<file path="src/rtl/gb_audio_mixer_n.sv">
// gb_audio_mixer_n: mixes N stereo Gameboy audio sources into one stereo pair.
// A sample_ce strobe snapshots all inputs, then one channel is accumulated per
// cycle (N cycles), and the result is scaled/saturated and registered.
// Optional per-channel attenuation: define GB_MIX_VOLUME_EN to add the vol port.
module gb_audio_mixer_n #(
    parameter int N = 2,
    parameter int W = 16,
    localparam int CW = $clog2(N),
    localparam int AW = W + $clog2(N)
) (
    input  logic            clk_sys,
    input  logic            reset,
    input  logic            sample_ce,
    input  logic [1:0]      mode,
    input  logic [CW-1:0]   sel_a,
    input  logic [CW-1:0]   sel_b,
    input  logic [N-1:0]    ch_en,
    input  logic [N*W-1:0]  audio_l_in,
    input  logic [N*W-1:0]  audio_r_in,
`ifdef GB_MIX_VOLUME_EN
    input  logic [N*4-1:0]  vol,
`endif
    output logic [W-1:0]    audio_l,
    output logic [W-1:0]    audio_r,
    output logic            out_valid,
    output logic            busy,
    output logic            overrun
);

    // Accumulators carry one spare bit so SPLIT (l+r) can never overflow.
    localparam int ACC = AW + 1;
    localparam int SH  = $clog2(N);
    localparam logic [CW-1:0] LAST_IDX = CW'(N - 1);

    localparam logic [1:0] MODE_SOLO    = 2'd0;
    localparam logic [1:0] MODE_SPLIT   = 2'd1;
    localparam logic [1:0] MODE_MIX_SAT = 2'd2;

    typedef enum logic [1:0] {
        ST_IDLE  = 2'd0,
        ST_ACCUM = 2'd1,
        ST_DONE  = 2'd2
    } state_t;

    state_t            state_reg;
    state_t            state_next;

    logic [N*W-1:0]    snap_l_reg;
    logic [N*W-1:0]    snap_r_reg;
    logic [1:0]        mode_reg;
    logic [CW-1:0]     sel_a_reg;
    logic [CW-1:0]     sel_b_reg;
    logic [N-1:0]      en_reg;
`ifdef GB_MIX_VOLUME_EN
    logic [N*4-1:0]    vol_reg;
`endif
    logic [CW-1:0]     idx_reg;
    logic [ACC-1:0]    acc_l_reg;
    logic [ACC-1:0]    acc_r_reg;
    logic [W-1:0]      audio_l_reg;
    logic [W-1:0]      audio_r_reg;
    logic              overrun_reg;

    // Per-channel samples after optional attenuation, taken from the snapshot.
    logic [W-1:0]      chan_l [N];
    logic [W-1:0]      chan_r [N];

    genvar gi;
    generate
        for (gi = 0; gi < N; gi++) begin : g_chan
`ifdef GB_MIX_VOLUME_EN
            assign chan_l[gi] = snap_l_reg[gi*W +: W] >> vol_reg[gi*4 +: 4];
            assign chan_r[gi] = snap_r_reg[gi*W +: W] >> vol_reg[gi*4 +: 4];
`else
            assign chan_l[gi] = snap_l_reg[gi*W +: W];
            assign chan_r[gi] = snap_r_reg[gi*W +: W];
`endif
        end
    endgenerate

    logic [ACC-1:0]    ext_l;
    logic [ACC-1:0]    ext_r;
    logic [ACC-1:0]    ext_lr;
    logic [ACC-1:0]    add_l;
    logic [ACC-1:0]    add_r;
    logic [ACC-1:0]    sum_l;
    logic [ACC-1:0]    sum_r;

    // Scale the final accumulator to W bits according to the routing mode.
    function automatic logic [W-1:0] finalize(input logic [1:0] m, input logic [ACC-1:0] a);
        logic [W-1:0] res;
        case (m)
            MODE_SOLO:    res = a[W-1:0];
            MODE_SPLIT:   res = a[W:1];
            MODE_MIX_SAT: res = (|a[ACC-1:W]) ? {W{1'b1}} : a[W-1:0];
            default:      res = a[W+SH-1:SH];
        endcase
        return res;
    endfunction

    // Select what the current channel contributes to each side this cycle.
    always_comb begin
        ext_l  = {{(ACC-W){1'b0}}, chan_l[idx_reg]};
        ext_r  = {{(ACC-W){1'b0}}, chan_r[idx_reg]};
        ext_lr = ext_l + ext_r;
        add_l  = '0;
        add_r  = '0;
        case (mode_reg)
            MODE_SOLO: begin
                if (idx_reg == sel_a_reg) begin
                    add_l = ext_l;
                    add_r = ext_r;
                end
            end
            MODE_SPLIT: begin
                if (idx_reg == sel_a_reg) add_l = ext_lr;
                if (idx_reg == sel_b_reg) add_r = ext_lr;
            end
            default: begin
                if (en_reg[idx_reg]) begin
                    add_l = ext_l;
                    add_r = ext_r;
                end
            end
        endcase
        sum_l = acc_l_reg + add_l;
        sum_r = acc_r_reg + add_r;
    end

    // State register; reset aborts any mix in progress.
    always_ff @(posedge clk_sys) begin
        if (reset) state_reg <= ST_IDLE;
        else       state_reg <= state_next;
    end

    // Next-state logic: IDLE -> ACCUM (N cycles) -> DONE (1 cycle) -> IDLE.
    always_comb begin
        state_next = state_reg;
        case (state_reg)
            ST_IDLE:  if (sample_ce) state_next = ST_ACCUM;
            ST_ACCUM: if (idx_reg == LAST_IDX) state_next = ST_DONE;
            ST_DONE:  state_next = ST_IDLE;
            default:  state_next = ST_IDLE;
        endcase
    end

    // Snapshot, accumulation and output registers. Outputs are loaded on the
    // edge that enters DONE so they are valid during the out_valid cycle.
    always_ff @(posedge clk_sys) begin
        if (reset) begin
            snap_l_reg  <= '0;
            snap_r_reg  <= '0;
            mode_reg    <= '0;
            sel_a_reg   <= '0;
            sel_b_reg   <= '0;
            en_reg      <= '0;
`ifdef GB_MIX_VOLUME_EN
            vol_reg     <= '0;
`endif
            idx_reg     <= '0;
            acc_l_reg   <= '0;
            acc_r_reg   <= '0;
            audio_l_reg <= '0;
            audio_r_reg <= '0;
            overrun_reg <= 1'b0;
        end else begin
            case (state_reg)
                ST_IDLE: begin
                    if (sample_ce) begin
                        snap_l_reg <= audio_l_in;
                        snap_r_reg <= audio_r_in;
                        mode_reg   <= mode;
                        sel_a_reg  <= sel_a;
                        sel_b_reg  <= sel_b;
                        en_reg     <= ch_en;
`ifdef GB_MIX_VOLUME_EN
                        vol_reg    <= vol;
`endif
                        idx_reg    <= '0;
                        acc_l_reg  <= '0;
                        acc_r_reg  <= '0;
                    end
                end
                ST_ACCUM: begin
                    acc_l_reg <= sum_l;
                    acc_r_reg <= sum_r;
                    if (idx_reg == LAST_IDX) begin
                        audio_l_reg <= finalize(mode_reg, sum_l);
                        audio_r_reg <= finalize(mode_reg, sum_r);
                    end else begin
                        idx_reg <= idx_reg + 1'b1;
                    end
                end
                default: ;
            endcase
            if (sample_ce && (state_reg != ST_IDLE)) overrun_reg <= 1'b1;
        end
    end

    assign audio_l   = audio_l_reg;
    assign audio_r   = audio_r_reg;
    assign out_valid = (state_reg == ST_DONE);
    assign busy      = (state_reg != ST_IDLE);
    assign overrun   = overrun_reg;

endmodule

</file>
<file path="config.mk">
export PLATFORM = sky130hd
export DESIGN_NAME = gb_audio_mixer_n
export DESIGN_NICKNAME = d
export VERILOG_FILES = /design/src/rtl/gb_audio_mixer_n.sv
export SDC_FILE = /design/constraint.sdc
export NUM_CORES = 1
export LEC_CHECK = 0
export BUFFER_PORTS_ARGS = -buffer_cell sky130_fd_sc_hd__buf_2
export CORE_MARGIN = 1
export CORE_UTILIZATION = 54
export DETAILED_ROUTE_END_ITERATION = 6
export PLACE_DENSITY = 0.79
export SYNTH_ARGS = -nofsm -noshare
export SYNTH_HDL_FRONTEND = slang
export SYNTH_SLANG_ARGS = --single-unit
</file>
<file path="constraint.sdc">
create_clock -name clk_sys -period 6.05 [get_ports clk_sys]
set_clock_uncertainty 0.05 [all_clocks]
set_input_delay 1.21 -clock clk_sys [delete_from_list [all_inputs] [get_ports clk_sys]]
set_output_delay 1.21 -clock clk_sys [all_outputs]
set_load 0.005 [all_outputs]
</file>
==> impl_metrics.py, run 1 <==
metrics = {
    "floorplanning": {
        "die_w_microns": 131.8,
        "initial_utilization_pct": 55.02,
        "pin_count": 108,
        "floorplan.core_area_sq_um": 16520,
        "core_rows": 47,
        "fp.dieArea_sq_um": 17360,
        "dieHeight_microns": 131.8,
    },
    "synth": {
        "synth-seq-area-share_pct": 31.26,
        "syn_nets": 1297,
        "ys.warnings.count": 0,
        "synth_cell_type_count": 80,
        "asyncSetResetFlopFracSynth_pct": 0,
        "postSynthAreaPerCell_sq_um": 7.771,
        "netlist_instances": 1170,
        "synth_area_sq_um": 9092,
        "prevailing_post_synth_register_cell": "dfxtp_1",
        "synth_seq_cells": 142,
        "synth_edf_count": 0,
    },
    "global_routing": {
        "grt_start_max_net_pins": 94,
        "global_route.overflow_total": 0,
        "grt_pass1_vias": 7939,
        "grt_use_total_pct": 28.21,
        "first_pass_grt_wire_length_mm": 39.47,
        "antenna_found_initial": 0,
    },
    "cts": {
        "postCtsHoldBufs": 0,
        "cts.reportedPaths.clkPinSlew_ns": 0.06,
        "clockBufferDepth": 2,
        "insertion_delay_ns": 0.43,
        "cts-root-buf": "clkbuf_16",
        "h-tree-depth": 4,
        "cts_sinks": 142,
        "cts_tree": "yes",
        "cts_buf_count": 17,
    },
    "routing": {
        "ant_nets": 0,
        "wl_per_cell_microns": 16.49,
        "totalWireLength_mm": 24.21,
        "drc": 2,
        "dr.pass1.iters": 7,
        "detailroute.via_count": 8553,
        "detail_route.vias_per_cell": 5.826,
        "drtIter0Drc": 753,
    },
    "pwr": {
        "worst_ir_drop_vdd_mv": 0.2023,
        "design_power_total_w": 0.002660,
        "power.static_leakage_nw": 4.439,
        "pwr_per_cell_area_nw_per_um2": 258.9,
    },
    "sta": {
        "min_period_over_period_pct": 94.56,
        "report.final.hold_viol_count": 0,
        "maxSlewViolCount": 0,
        "hold-worst-slack_ns": 0.4015,
        "setup_repair_after_global_routing_missed_its_margin": "no",
        "setup_viol": 0,
        "fmax_ghz": 0.1748,
        "final_critical_path_required_period_ns": 5.721,
        "setup_total_negative_slack_ns": 0,
        "max_slew.worst_pin.slew_ns": 1.176,
        "timing.slew.headroom_pct": 21.63,
    },
    "setup_path": {
        "critical-path-max-stage-delay_ns": 0.49,
        "critical-path-slowest-cell": "dfxtp_4",
        "regToRegEndpoint": "audio_r[14]$_SDFFE_PP0P_",
        "critical_path_arrival_ns": 5.94,
        "r2r_cells": 21,
        "crit_fanout": 17,
        "critical_path_cell_count": 21,
        "critPathTopFamily": "compound AO/OA/AOI/OAI gates",
        "critical_path.reg2reg.startpoint": "idx_reg$_SDFFE_PP0P_",
        "cp_num_buf_inv": 2,
        "worst-r2r-setup-slack_ns": 0.33,
        "worstSetupPathType": "reg2reg",
        "crit_path_start_kind": "flip-flop",
        "worst_ep_required_ns": 6.27,
        "worst_setup_path_end_kind": "flip-flop",
        "cp_cell_sequence": "buf_4 -> mux2i_1 -> inv_1 -> ha_1 -> o21a_1 -> o31a_1 -> o21ai_0 -> a21boi_1 -> o21ai_0 -> a21boi_0 -> o32a_1 -> a21oi_1 -> ha_1 -> a21oi_1 -> nand2_1 -> o22ai_2 -> o21ai_1 -> a31oi_2 -> mux2_2 -> a2111oi_2 -> a211oi_2",
    },
    "placement": {
        "gp_routability_congestion": 0.9472,
        "detailedPlacementHpwl_mm": 17.41,
        "place.port_buffers": 107,
        "place_area_sq_um": 9662,
    },
    "finish": {
        "area.growth.synth_to_final_pct": 13.02,
        "final_net_count": 1363,
        "insertedDiodeCount": 0,
        "final_layout_size_suffix_gt1_share_pct": 18.11,
        "fin_area_sq_um": 10280,
        "utilization_pct": 62.19,
    },
    "hold_path": {
        "worstHoldPathType": "reg2reg",
        "hold_path.startpoint": "snap_r_reg[5]$_SDFFE_PP0P_",
        "min_path_cells": 2,
        "holdPathEnd": "snap_r_reg[5]$_SDFFE_PP0P_",
    },
    "run": {
        "maxCapViolCount": 0,
    },
    "status": {
        "violations": "DRC",
        "status": "finished, violations left",
    },
}
Yosys cell counts, types with 7 or more instances:
cell type  number  area share [%]
nand2_1       218             9.0
a21oi_1       156             8.6
dfxtp_1       142              31
nor2_1        112             4.6
clkbuf_1       59             2.4
ha_1           51             7.0
nand3_1        37             2.0
inv_1          35             1.4
o21ai_0        35             1.9
mux2_2         26             3.2
mux2i_1        24             2.6
xnor2_1        22             2.1
a211oi_2       19             2.6
nor3_1         18            0.99
a21o_1         17             1.4
a31oi_1        15             1.0
a211oi_1       12            0.99
o2bb2ai_1      11             1.1
xor2_1         10            0.96
nand2b_1        9            0.62
o22ai_1         9            0.62
buf_1           7            0.29
nor2b_1         7            0.48
o21a_1          7            0.58
or3_1           7            0.48
layout make-up:
cell class | count | area, sq um
fillers | 1471 | 6248
clock inverters | 11 | 143.9
multi-input cells | 917 | 5779
repair buffers | 121 | 655.6
flip-flops and latches | 142 | 2846
well taps | 220 | 275.3
clock buffers | 20 | 436.7
inverters | 37 | 138.9
what timing repair did:
| item | 4_1_cts | 5_1_grt |
|---|---|---|
| gates resized for setup | 0 | 3 |
| setup endpoints to repair | 0 | 31 |
| setup buffers | 0 | 1 |
cells by family (layout without fill, tap and decap cells):
| family | after synthesis | in the layout | synth area share, % |
|---|---|---|---|
| and+or+nand+nor | 431 | 431 | 20.17 |
| AOI/OAI and AO/OA | 350 | 350 | 26.52 |
| DFF | 142 | 142 | 31.26 |
| buffers and inverters | 111 | 189 | 5.422 |
| adders and majority gates | 54 | 54 | 7.679 |
| muxes | 50 | 50 | 5.862 |
| xor gates and xnor gates | 32 | 32 | 3.082 |
how the worst max path moves through the flow:
stage                    startpoint                       end
3_3_place_gp   idx_reg$_SDFFE_PP0P_   audio_r[3]$_SDFFE_PP0P_
5_1_grt        idx_reg$_SDFFE_PP0P_  audio_r[14]$_SDFFE_PP0P_
2_1_floorplan  idx_reg$_SDFFE_PP0P_   audio_r[4]$_SDFFE_PP0P_
4_1_cts        idx_reg$_SDFFE_PP0P_   audio_r[1]$_SDFFE_PP0P_
6_report       idx_reg$_SDFFE_PP0P_  audio_r[14]$_SDFFE_PP0P_
3_5_place_dp   idx_reg$_SDFFE_PP0P_   audio_r[1]$_SDFFE_PP0P_
tightest hold or removal path, stage by stage (launching register included):
cell     delay (ns)
dfxtp_1        0.31
nand2_1        0.05
a21oi_1        0.05
where the power goes:
group          leakage, nW  internal (W)  switching (W)  total, W
sequential            1.16      0.000985      0.0000349   0.00102
combinational         3.00      0.000213       0.000373  0.000586
clock                0.284      0.000644       0.000410   0.00105
total                 4.44       0.00184       0.000818   0.00266
stage by stage:
| step | setup slack, ns | cells |
|---|---|---|
| floorplan | 0.1620 | 1170 |
| global route | 0.01565 | 1468 |
| CTS | 0.09586 | 1467 |
| finish | 0.3290 | 1468 |
| detailed placement | 0.1642 | 1436 |
| global placement | 0.3053 | 1436 |
cell usage in the layout (no fill, tap or decap), types with 19 or more instances in the layout:
cell type,instances
a211oi_2,19
nand2_1,217
mux2i_1,24
nand3_1,37
nor2_1,112
buf_2,106
inv_1,35
mux2_2,26
xnor2_1,22
dfxtp_1,141
a21oi_1,156
ha_1,51
o21ai_0,35
layer usage:
layer	global-route usage, %	vias to the layer above	routed length (microns)
li1	-	4266	-
met5	0	-	0
met2	46.59	253	11350
met4	11.56	0	749
met1	36.73	3984	10920
met3	4.421	50	1192
No activity file was read; power rests on OpenSTA's default activity.
==> run 2: changes to the inputs <==
--- a/config.mk
+++ b/config.mk
@@ -10,6 +10,7 @@
 export CORE_UTILIZATION = 54
 export DETAILED_ROUTE_END_ITERATION = 6
 export PLACE_DENSITY = 0.79
+export REMOVE_ABC_BUFFERS = 1
 export SYNTH_ARGS = -nofsm -noshare
 export SYNTH_HDL_FRONTEND = slang
 export SYNTH_SLANG_ARGS = --single-unit
==> run 2 against run 1 <==
Effect of this change:
- the flow now finishes without violations
- final area fell by 0.39%
- sequential cell count unchanged
- worst setup slack worse by 0.044 ns
- critical path type unchanged
- highest routed layer unchanged
==> impl_metrics.py, run 2 (synthesis gave the netlist of run 1 again) <==
metrics = {
    "placement": {
        "place_area_sq_um": 9667,
        "place.port_buffers": 107,
        "gp_routability_congestion": 0.9160,
        "detailedPlacementHpwl_mm": 16.45,
        "placedCellCount": 1436,
    },
    "floorplanning": {
        "fp.dieArea_sq_um": 17360,
        "die_w_microns": 131.8,
        "pin_count": 108,
        "dieHeight_microns": 131.8,
        "initial_utilization_pct": 55.02,
        "floorplan.core_area_sq_um": 16520,
        "core_rows": 47,
    },
    "cts": {
        "cts_sinks": 142,
        "insertion_delay_ns": 0.43,
        "h-tree-depth": 4,
        "clockBufferDepth": 2,
        "cts-root-buf": "clkbuf_16",
        "cts_buf_count": 17,
        "cts_tree": "yes",
        "cts.reportedPaths.clkPinSlew_ns": 0.06,
    },
    "setup_path": {
        "critPathTopFamily": "compound AO/OA/AOI/OAI gates",
        "regToRegEndpoint": "audio_r[0]$_SDFFE_PP0P_",
        "worst_ep_required_ns": 6.26,
        "crit_start": "idx_reg$_SDFFE_PP0P_",
        "critical_path_cell_count": 22,
        "cp_cell_sequence": "buf_4 -> mux2i_2 -> inv_1 -> ha_1 -> o21a_1 -> o31a_1 -> o311a_1 -> o211ai_1 -> mux2i_1 -> nor2_1 -> or2_1 -> a41oi_1 -> ha_1 -> nand2_1 -> nor3_1 -> nand4_1 -> o21bai_1 -> mux2i_1 -> or4_4 -> o22ai_4 -> buf_12 -> a211oi_1",
        "critical_path.reg2reg.startpoint": "idx_reg$_SDFFE_PP0P_",
        "critical_path_arrival_ns": 5.98,
        "worstSetupPathType": "reg2reg",
        "cp_num_buf_inv": 3,
        "crit_path_start_kind": "flip-flop",
        "worst_setup_path_end_kind": "flip-flop",
        "worst-r2r-setup-slack_ns": 0.28,
        "r2r_cells": 22,
        "critical-path-slowest-cell": "or4_4",
        "crit_fanout": 14,
        "critical-path-max-stage-delay_ns": 0.57,
    },
    "global_routing": {
        "grt_use_total_pct": 28.00,
        "grt_pass1_vias": 8068,
        "grt_start_max_net_pins": 96,
        "antenna_found_initial": 0,
        "global_route.overflow_total": 0,
        "first_pass_grt_wire_length_mm": 39.30,
    },
    "sta": {
        "setup_repair_after_global_routing_missed_its_margin": "no",
        "timing.slew.headroom_pct": 23.92,
        "final_critical_path_required_period_ns": 5.765,
        "maxSlewViolCount": 0,
        "setup_viol": 0,
        "min_period_over_period_pct": 95.30,
        "report.final.hold_viol_count": 0,
        "setup_total_negative_slack_ns": 0,
        "fmax_ghz": 0.1734,
        "max_slew.worst_pin.slew_ns": 1.141,
    },
    "pwr": {
        "combPwrFrac_pct": 22.4,
        "cell_internal_pwr_w": 0.001777,
        "design_power_total_w": 0.002585,
        "worst_ir_drop_vdd_mv": 0.2028,
        "pwr_per_cell_area_nw_per_um2": 252.5,
        "power.share.switching_pct": 31.24,
        "switching_component_of_the_power_w": 0.0008075,
        "sequentialPowerShare_pct": 39.4,
        "power.static_leakage_nw": 4.416,
        "power.clock.fraction_pct": 38.2,
    },
    "routing": {
        "drc": 0,
        "totalWireLength_mm": 24.01,
        "detailroute.via_count": 8570,
        "detail_route.vias_per_cell": 5.846,
        "wl_per_cell_microns": 16.37,
        "drtIter0Drc": 617,
        "detailroute.wirelength.met3_mm": 1.165,
        "highest-signal-layer": "met4",
        "wl_met1_mm": 10.85,
        "detailroute.wirelength.met2_mm": 11.07,
        "dr.pass1.iters": 5,
        "ant_nets": 0,
    },
    "finish": {
        "final_net_count": 1363,
        "count_of_filler_cells_inserted_in_the_layout": 1515,
        "area.growth.synth_to_final_pct": 12.58,
        "insertedDiodeCount": 0,
        "mostFrequentLayoutCells": "217 x nand2_1, 156 x a21oi_1, 141 x dfxtp_1",
        "final_layout_size_suffix_gt1_share_pct": 18.14,
        "layout.cells.most_common": "nand2_1",
        "fin_area_sq_um": 10240,
        "final_cell_count_no_fill": 1466,
    },
    "hold_path": {
        "worstHoldPathType": "reg2reg",
        "min_path_cells": 2,
        "holdPathEnd": "snap_r_reg[21]$_SDFFE_PP0P_",
        "hold_path.startpoint": "snap_r_reg[21]$_SDFFE_PP0P_",
    },
    "status": {
        "status": "finished, final reports clean",
    },
    "run": {
        "maxCapViolCount": 0,
    },
}
[run 2: power groups by stage]
stage	combinational, W	clock (W)	sequential (W)
after floorplan	0.000383	0	0.00104
after global placement	0.000555	0	0.00104
after detailed placement	0.000563	0	0.00104
after CTS	0.000569	0.00100	0.00102
after global routing	0.000640	0.00103	0.00102
final	0.000579	0.000987	0.00102
[run 2: area by class of cell]
class | instances | area, sq um | share of cell area, %
multi-input cells | 917 | 5777 | 56.44
flip-flops and latches | 142 | 2844 | 27.78
repair buffers | 121 | 655.6 | 6.405
clock buffers | 19 | 452.9 | 4.425
well taps | 220 | 275.3 | 2.689
inverters | 37 | 138.9 | 1.357
clock inverters | 10 | 92.59 | 0.9045
[run 2: per-stage QoR]
step	hold WS, ns	setup slack, ns	utilization (%)
2_1_floorplan	0.3768	0.03429	-
3_3_place_gp	0.3895	0.3525	58.50
3_5_place_dp	0.3970	0.2002	58.50
4_1_cts	0.4049	0.08327	61.80
5_1_grt	0.4162	0.04893	61.94
6_report	0.4033	0.2846	61.94
[run 2: worst max path at each step]
stage,to,slack (ns)
after floorplan,audio_r[0]$_SDFFE_PP0P_,0.03
after global placement,audio_r[3]$_SDFFE_PP0P_,0.35
after detailed placement,audio_r[0]$_SDFFE_PP0P_,0.20
after CTS,audio_r[0]$_SDFFE_PP0P_,0.08
after global routing,audio_r[0]$_SDFFE_PP0P_,0.05
final,audio_r[0]$_SDFFE_PP0P_,0.28
[run 2: per-layer routing]
metal	up-vias	GRT usage [%]
met1	3980	35.14
met5	-	0
li1	4271	-
met2	256	45.91
met3	63	5.229
met4	0	14.28
[run 2: worst reg2reg max path: stages, from the launching register on]
cell and delay, ns:
dfxtp_2 0.47, buf_4 0.24, mux2i_2 0.32, inv_1 0.08
ha_1 0.39, o21a_1 0.21, o31a_1 0.13, o311a_1 0.35
o211ai_1 0.32, mux2i_1 0.26, nor2_1 0.09, or2_1 0.21
a41oi_1 0.27, ha_1 0.34, nand2_1 0.12, nor3_1 0.30
nand4_1 0.19, o21bai_1 0.17, mux2i_1 0.09, or4_4 0.57
o22ai_4 0.14, buf_12 0.18, a211oi_1 0.09
[run 2: what timing repair did]
action | 4_1_cts | 5_1_grt
gates resized for setup | 0 | 1
setup buffers | 0 | 1
hold buffers | 0 | 0
endpoints found under the hold margin | 0 | 0
setup endpoints to repair | 0 | 14
